--- config.mk ---
export PLATFORM = sky130hd
export DESIGN_NAME = serial_sub_ctrl
export DESIGN_NICKNAME = d
export VERILOG_FILES = /design/src/rtl/serial_sub_ctrl.sv
export SDC_FILE = /design/constraint.sdc
export NUM_CORES = 1
export LEC_CHECK = 0
export CORE_ASPECT_RATIO = 1.4
export CORE_MARGIN = 8
export CORE_UTILIZATION = 55
export DETAILED_ROUTE_END_ITERATION = 7
export PLACE_DENSITY = 0.83
export SYNTH_ARGS = -nofsm -noshare
export SYNTH_HDL_FRONTEND = slang
export SYNTH_SLANG_ARGS = --single-unit
--- constraint.sdc ---
create_clock -name clk -period 2.33 [get_ports clk]
set_input_delay 0.3495 -clock clk [delete_from_list [all_inputs] [get_ports clk]]
set_output_delay 0.3495 -clock clk [all_outputs]
set_load 0.1 [all_outputs]
--- src/rtl/serial_sub_ctrl.sv ---
`default_nettype none
// ============================================================================
// Module   : serial_sub_ctrl
// Brief    : Bit-serial A - B controller driving a one-bit difference/borrow
//            cell LSB first over W cycles, with start/busy/done handshake.
//            Optional macro SERIAL_SUB_SAT_EN: unsigned saturating result.
// Revision : 1.0 - initial release
// ============================================================================
module serial_sub_ctrl #(
    parameter int W = 8
) (
    input  logic         clk,
    input  logic         rst,
    input  logic         start,
    input  logic [W-1:0] a_in,
    input  logic [W-1:0] b_in,
    output logic         busy,
    output logic         done,
    output logic [W-1:0] diff,
    output logic         bout
);

    localparam int            CW     = $clog2(W) + 1;
    localparam logic [CW-1:0] C_LAST = CW'(W - 1);

    localparam logic [1:0] S_IDLE = 2'd0;
    localparam logic [1:0] S_RUN  = 2'd1;
    localparam logic [1:0] S_DONE = 2'd2;

    logic [1:0]    r_state;
    logic [W-1:0]  r_a;
    logic [W-1:0]  r_b;
    logic [CW-1:0] r_cnt;
    logic          r_br;

    logic         w_d1;
    logic         w_b1;
    logic         w_d;
    logic         w_b2;
    logic         w_br_next;
    logic [W-1:0] w_res_next;

    // Two cascaded half-subtractors: operand bits, then the held borrow.
    assign w_d1      = r_a[0] ^ r_b[0];
    assign w_b1      = ~r_a[0] & r_b[0];
    assign w_d       = w_d1 ^ r_br;
    assign w_b2      = ~w_d1 & r_br;
    assign w_br_next = w_b1 | w_b2;

    // The minuend register doubles as the result register: each difference
    // bit enters at the MSB as the consumed minuend bit leaves at the LSB.
    generate
        if (W == 1) begin : g_w1
            assign w_res_next = w_d;
        end else begin : g_wn
            assign w_res_next = {w_d, r_a[W-1:1]};
        end
    endgenerate

    always_ff @(posedge clk) begin
        if (rst) begin
            r_state <= S_IDLE;
            r_a     <= '0;
            r_b     <= '0;
            r_cnt   <= '0;
            r_br    <= 1'b0;
            busy    <= 1'b0;
            done    <= 1'b0;
            diff    <= '0;
            bout    <= 1'b0;
        end else begin
            case (r_state)
                S_IDLE: begin
                    if (start) begin
                        r_a     <= a_in;
                        r_b     <= b_in;
                        r_br    <= 1'b0;
                        r_cnt   <= '0;
                        busy    <= 1'b1;
                        r_state <= S_RUN;
                    end
                end
                S_RUN: begin
                    r_a   <= w_res_next;
                    r_b   <= r_b >> 1;
                    r_br  <= w_br_next;
                    r_cnt <= r_cnt + CW'(1);
                    if (r_cnt == C_LAST) begin
                        r_state <= S_DONE;
                        busy    <= 1'b0;
                        done    <= 1'b1;
                        bout    <= w_br_next;
`ifdef SERIAL_SUB_SAT_EN
                        diff    <= w_br_next ? '0 : w_res_next;
`else
                        diff    <= w_res_next;
`endif
                    end
                end
                S_DONE: begin
                    done    <= 1'b0;
                    r_state <= S_IDLE;
                end
                default: begin
                    busy    <= 1'b0;
                    done    <= 1'b0;
                    r_state <= S_IDLE;
                end
            endcase
        end
    end

endmodule
`default_nettype wire

# --- Yosys cells after proc, flatten, opt, wreduce, memory -nomap -nowiden ---
# Index checks and enable logic that the tools add are counted.
classes:
  n_eq_ne: 5
  addsub: 1
  bitwise: 9
  n_mux: 16
  n_reduce_logical: 7
op_table:
  columns: ["operator", "count"]
  rows:
  - ["$pmux W8 S2", 2]
  - ["$mux W8", 2]
  - ["$pmux W4 S2", 1]
  - ["$reduce_and A2 Y1", 4]
  - ["$add A4 B1 Y4 const B", 1]
  - ["$eq A4 B3 Y1 const B", 1]
  - ["$mux W1", 4]
  - ["$mux W2", 2]
  - ["$mux W4", 1]
  - ["$ne A2 B2 Y1 const B", 2]
  - ["$not A1 Y1", 4]
  - ["$pmux W1 S2", 2]
  - ["$pmux W2 S2", 1]
  - ["$pmux W1 S3", 1]
  - ["$reduce_and A3 Y1", 1]
  - ["$and A1 B1 Y1", 2]
  - ["$eq A2 B1 Y1 const B", 1]
  - ["$eq A2 B2 Y1 const B", 1]
  - ["$logic_not A2 Y1", 1]
  - ["$reduce_bool A2 Y1", 1]
  - ["$xor A1 B1 Y1", 2]
  - ["$or A1 B1 Y1", 1]
totals:
  elab_cells: 47
  out_inout_bits: 11
  in_bits: 19
  ff_bits: 34

# --- Logic depth before layout (Yosys ltp) ---
logic_depth:
  ltp_word: 5
  ltp_mapped: 5
  ltp_nobuf: 5

# --- Worst setup path after synthesis ---
# Ideal clock, no wire load.
synth_timing:
  path_kind: "reg2reg"
  from: "reg, netlist name diff[0]"
  to: "reg diff[0]"
  stages_incl_launch_ff: 3
  path_buffers: 0
  setup_slack_ns: 0.930
  period_less_slack_ns: 1.400
  required_time_ns: 2.259
  arrival_time_ns: 1.329
  setup_ns: 0.071
  cell_sequence: "dfxtp_1 -> a21bo_2 -> a21oi_1"
synth_lines:
  columns: ["element", "line_no", "rtl"]
  rows:
  - ["end signal: assignment", "96", "diff <= w_res_next;"]
  - ["end: declaration", "19", "output logic [W-1:0] diff,"]

# --- Final worst setup path ---
layout_timing:
  from: "reg r_state[1]"
  to: "reg r_cnt[3]"
layout_via:
  elab_chain_cells: 3
  word_cells_on_any_way: 6
  cone_classes: "eq/ne: 2; mux: 1; reduce/logical: 3"
layout_rtl:
  columns: ["element", "line_no", "rtl"]
  rows:
  - ["start: declaration", "30", "logic [1:0] r_state;"]
  - ["start signal: assignment", "62", "r_state <= S_IDLE;"]
  - ["start signal: assignment", "80", "r_state <= S_RUN;"]
  - ["start signal: assignment", "89", "r_state <= S_DONE;"]
  - ["$eq A2 B1 Y1 / $logic_not A2 Y1 (equally long branches)", "72", "case (r_state)"]
  - ["$reduce_bool A2 Y1 (no source line) / $ne A2 B2 Y1 (equally long branches)", null, null]
  - ["$reduce_and A2 Y1 (no source line)", null, null]
  - ["end signal: assignment", "87", "r_cnt <= r_cnt + CW'(1);"]
  - ["end: declaration", "33", "logic [CW-1:0] r_cnt;"]
# Several ways; a longest one is shown, not always the timed one.
# A chain may end at the register's enable or synchronous reset.

==> summary.txt <==
Floorplan
  – Ports: 30
  – Die height: 81.23 um
  – # rows: 23
  – Core region area: 0.002878 sq mm
  – Initial core utilization: 58.09%
  – Die X-Extent: 62.60 um
  – Die Area: 0.005085 sq mm

CTS
  – # H-tree levels: 2
  – CTS max path bufs: 2
  – Reg clk slew, reported paths: 60 ps
  – Hold_buf cts: 0
  – Postcts setup bufs: 0
  – Total CTS buffers: 5
  – CTS resizes: 0
  – Root Buffer: clkbuf_8
  – Clock tree sinks: 34
  – CTS tree: yes
  – Worst-Skew Late Latency: 290 ps

Yosys
  – Yosys cell types: 36
  – Post-synthesis net count: 215
  – Share of Yosys cell area claimed by the top area cell type: 40.72%
  – Synth top area cells: dfxtp_1 (41%), a21oi_1 (10%), o221a_2 (8.8%)
  – Post-Syn Area per Cell: 8.617 sq um
  – Yosys top cell by area: dfxtp_1
  – Post-synthesis register bit count: 34
  – Synth Warn #: 0
  – Netlist Area Pre-Place: 0.001672 sq mm
  – Sequential share of the synthesized area: 40.72%
  – Mapped Cells: 194

STA
  – Achievable frequency: 600.0 MHz
  – Fin. Hold Viols: 0
  – Unrepaired setup endpoints after global routing: no
  – Period Utilization, post-route: 71.53%
  – Fin Setup TNS: 0 ps
  – Tightest Pin Transition: 602.6 ps
  – Max-slew violation count: 0
  – Fin Clk Skew: 8.182 ps
  – Setup violators final: 0
  – Min cycle time layout: 1667 ps
  – Slew HR: 59.83%

Routing
  – Via density: 5.736
  – Post-DR wirelength/cell: 15.36 um
  – Routed vias: 1457
  – Post-route ant nets: 0
  – # DRC: 0
  – DRT Wirelength: 3902 um
  – DRT iter0 DRCs: 67
  – TritonRoute pass-1 iters: 4

Setup path
  – Crit-path max FO: 16
  – WP data required: 2530 ps
  – WS Path Type: register to register
  – Arrival @ worst endpoint: 1870 ps
  – Worst Setup Start Kind: register
  – CP endpoint kind: register

Min path
  – Hold/Removal Path Class: register to register

Power and ir drop
  – VDD IR-drop max: 0.5698 mV
  – Power Density: 630.5 mW/mm^2
  – Leakage: 0.8127 nW

Global route
  – First-pass GRT wire length: 6244 um
  – Total grt overflow: 0
  – Antenna violations before repair: 0
  – Vias in the first global route: 1403
  – Largest net degree at the start of global routing: 36
  – GRT Overall Usage: 15.04%

Placement
  – Port Buffers: 29
  – HPWL after DPL: 2699 um
  – GPL Wtd Cong: 0.7607

Run status
  – Outcome: completed

Finish
  – Fin util: 69.78%
  – Fillers: 249
  – Final #Nets: 237
  – Syn-to-layout area delta: 20.13%
  – Layout cells sized above 1: 21.66%
  – ANT cells: 0

Job
  – Max Cap Viol: 0
critical path, cell delays in order, from the launching register on:
cell      delay (ps)
dfxtp_1          480
buf_4            280
nand2b_4         240
or3_1            380
a31oi_1          200
synthesized netlist by cell type:
cell	n
a21oi_1	34
dfxtp_1	34
nor2_1	20
inv_1	17
o221a_2	13
nand3_1	10
buf_2	9
a21bo_2	8
clkbuf_1	6
o22a_1	6
nand2_1	4
buf_4	3
nand2b_1	3
nor2b_1	3
and3b_1	2
o21ai_0	2
a211oi_1	1
a22oi_1	1
a2bb2oi_1	1
a311oi_1	1
a31oi_1	1
and2b_1	1
buf_6	1
fa_1	1
ha_1	1
mux2i_1	1
nand2b_4	1
nor3_1	1
nor3b_1	1
o21a_1	1
o21bai_1	1
o21bai_2	1
o22ai_1	1
o2bb2ai_1	1
or3_1	1
or3b_2	1
worst paths after layout:
check / startpoint / to / slack, ps / cells past startpoint
max reg2reg: r_state[1]$_SDFFE_PP0P_ / r_cnt[3]$_SDFFE_PP0P_ / 660 / 4
min reg2reg: done$_SDFFE_PP0P_ / done$_SDFFE_PP0P_ / 480 / 2
min: done$_SDFFE_PP0P_ / done$_SDFFE_PP0P_ / 480 / 2
max: r_state[1]$_SDFFE_PP0P_ / r_cnt[3]$_SDFFE_PP0P_ / 660 / 4
cells by family after synthesis:
| logic type | synth area share (%) |
|---|---|
| AOI/OAI and AO/OA | 32.26 |
| and+or+nand+nor | 14.60 |
| buffers and inverters | 9.880 |
| DFF | 40.72 |
| adders and majority gates | 1.946 |
| muxes | 0.5988 |
report_power, final:
part	leakage, nW	switching (mW)	total [mW]	internal [mW]
logic	0.486	0.0928	0.184	0.0909
registers	0.279	0.0275	0.639	0.611
clock network	0.0482	0.206	0.444	0.238
total	0.813	0.326	1.27	0.940
layer usage:
metal / vias up / GRT usage (%) / wire length (um)
li1: 727 / - / -
met1: 693 / 15.97 / 1729
met2: 30 / 27.21 / 1908
met3: 7 / 5.227 / 206
met4: 0 / 5.492 / 57
met5: - / 0 / 0
final cells by class:
cell class              instances  area (sq um)  share of cell area (%)
clock buffers                   7         86.33                   4.299
flip-flops and latches         34         680.7                   33.89
multi-input cells             124         825.8                   41.12
repair buffers                 34         300.3                   14.95
clock inverters                 1         5.005                  0.2492
well taps                      37         46.29                   2.305
inverters                      17         63.81                   3.178
state kept, by name, summed over array words and instances, names as in the netlist:
name	cells
bout	1
busy	1
diff	8
done	1
r_a	8
r_b	8
r_br	1
r_cnt	4
r_state	2
cell usage in the layout, fill, tap and decap left out, types with 2 or more instances in the layout:
cell type	netlist	layout
a21bo_2	8	8
a21oi_1	34	34
and3b_1	2	2
buf_4	3	16
clkbuf_8	0	6
clkdlybuf4s50_1	0	18
dfxtp_1	34	34
inv_1	17	17
nand2_1	4	4
nand2b_1	3	3
nand3_1	10	10
nor2_1	20	20
nor2b_1	3	3
o21ai_0	2	2
o221a_2	13	13
o22a_1	6	6
metrics by stage:
stage	setup slack (ps)	total power [mW]	hold slack [ps]	instance area, sq um	std cells
finish	663.4	1.266	475.8	2008	254
CTS	678.7	1.270	480.2	2008	254
global placement	612.8	0.8218	460.3	1917	246
floorplan	930.2	0.7738	455.1	1672	194
detailed placement	565.3	0.8332	469.0	1917	246
global route	588.2	1.316	508.6	2008	254
Note: power is estimated with default switching activity, not from simulation.
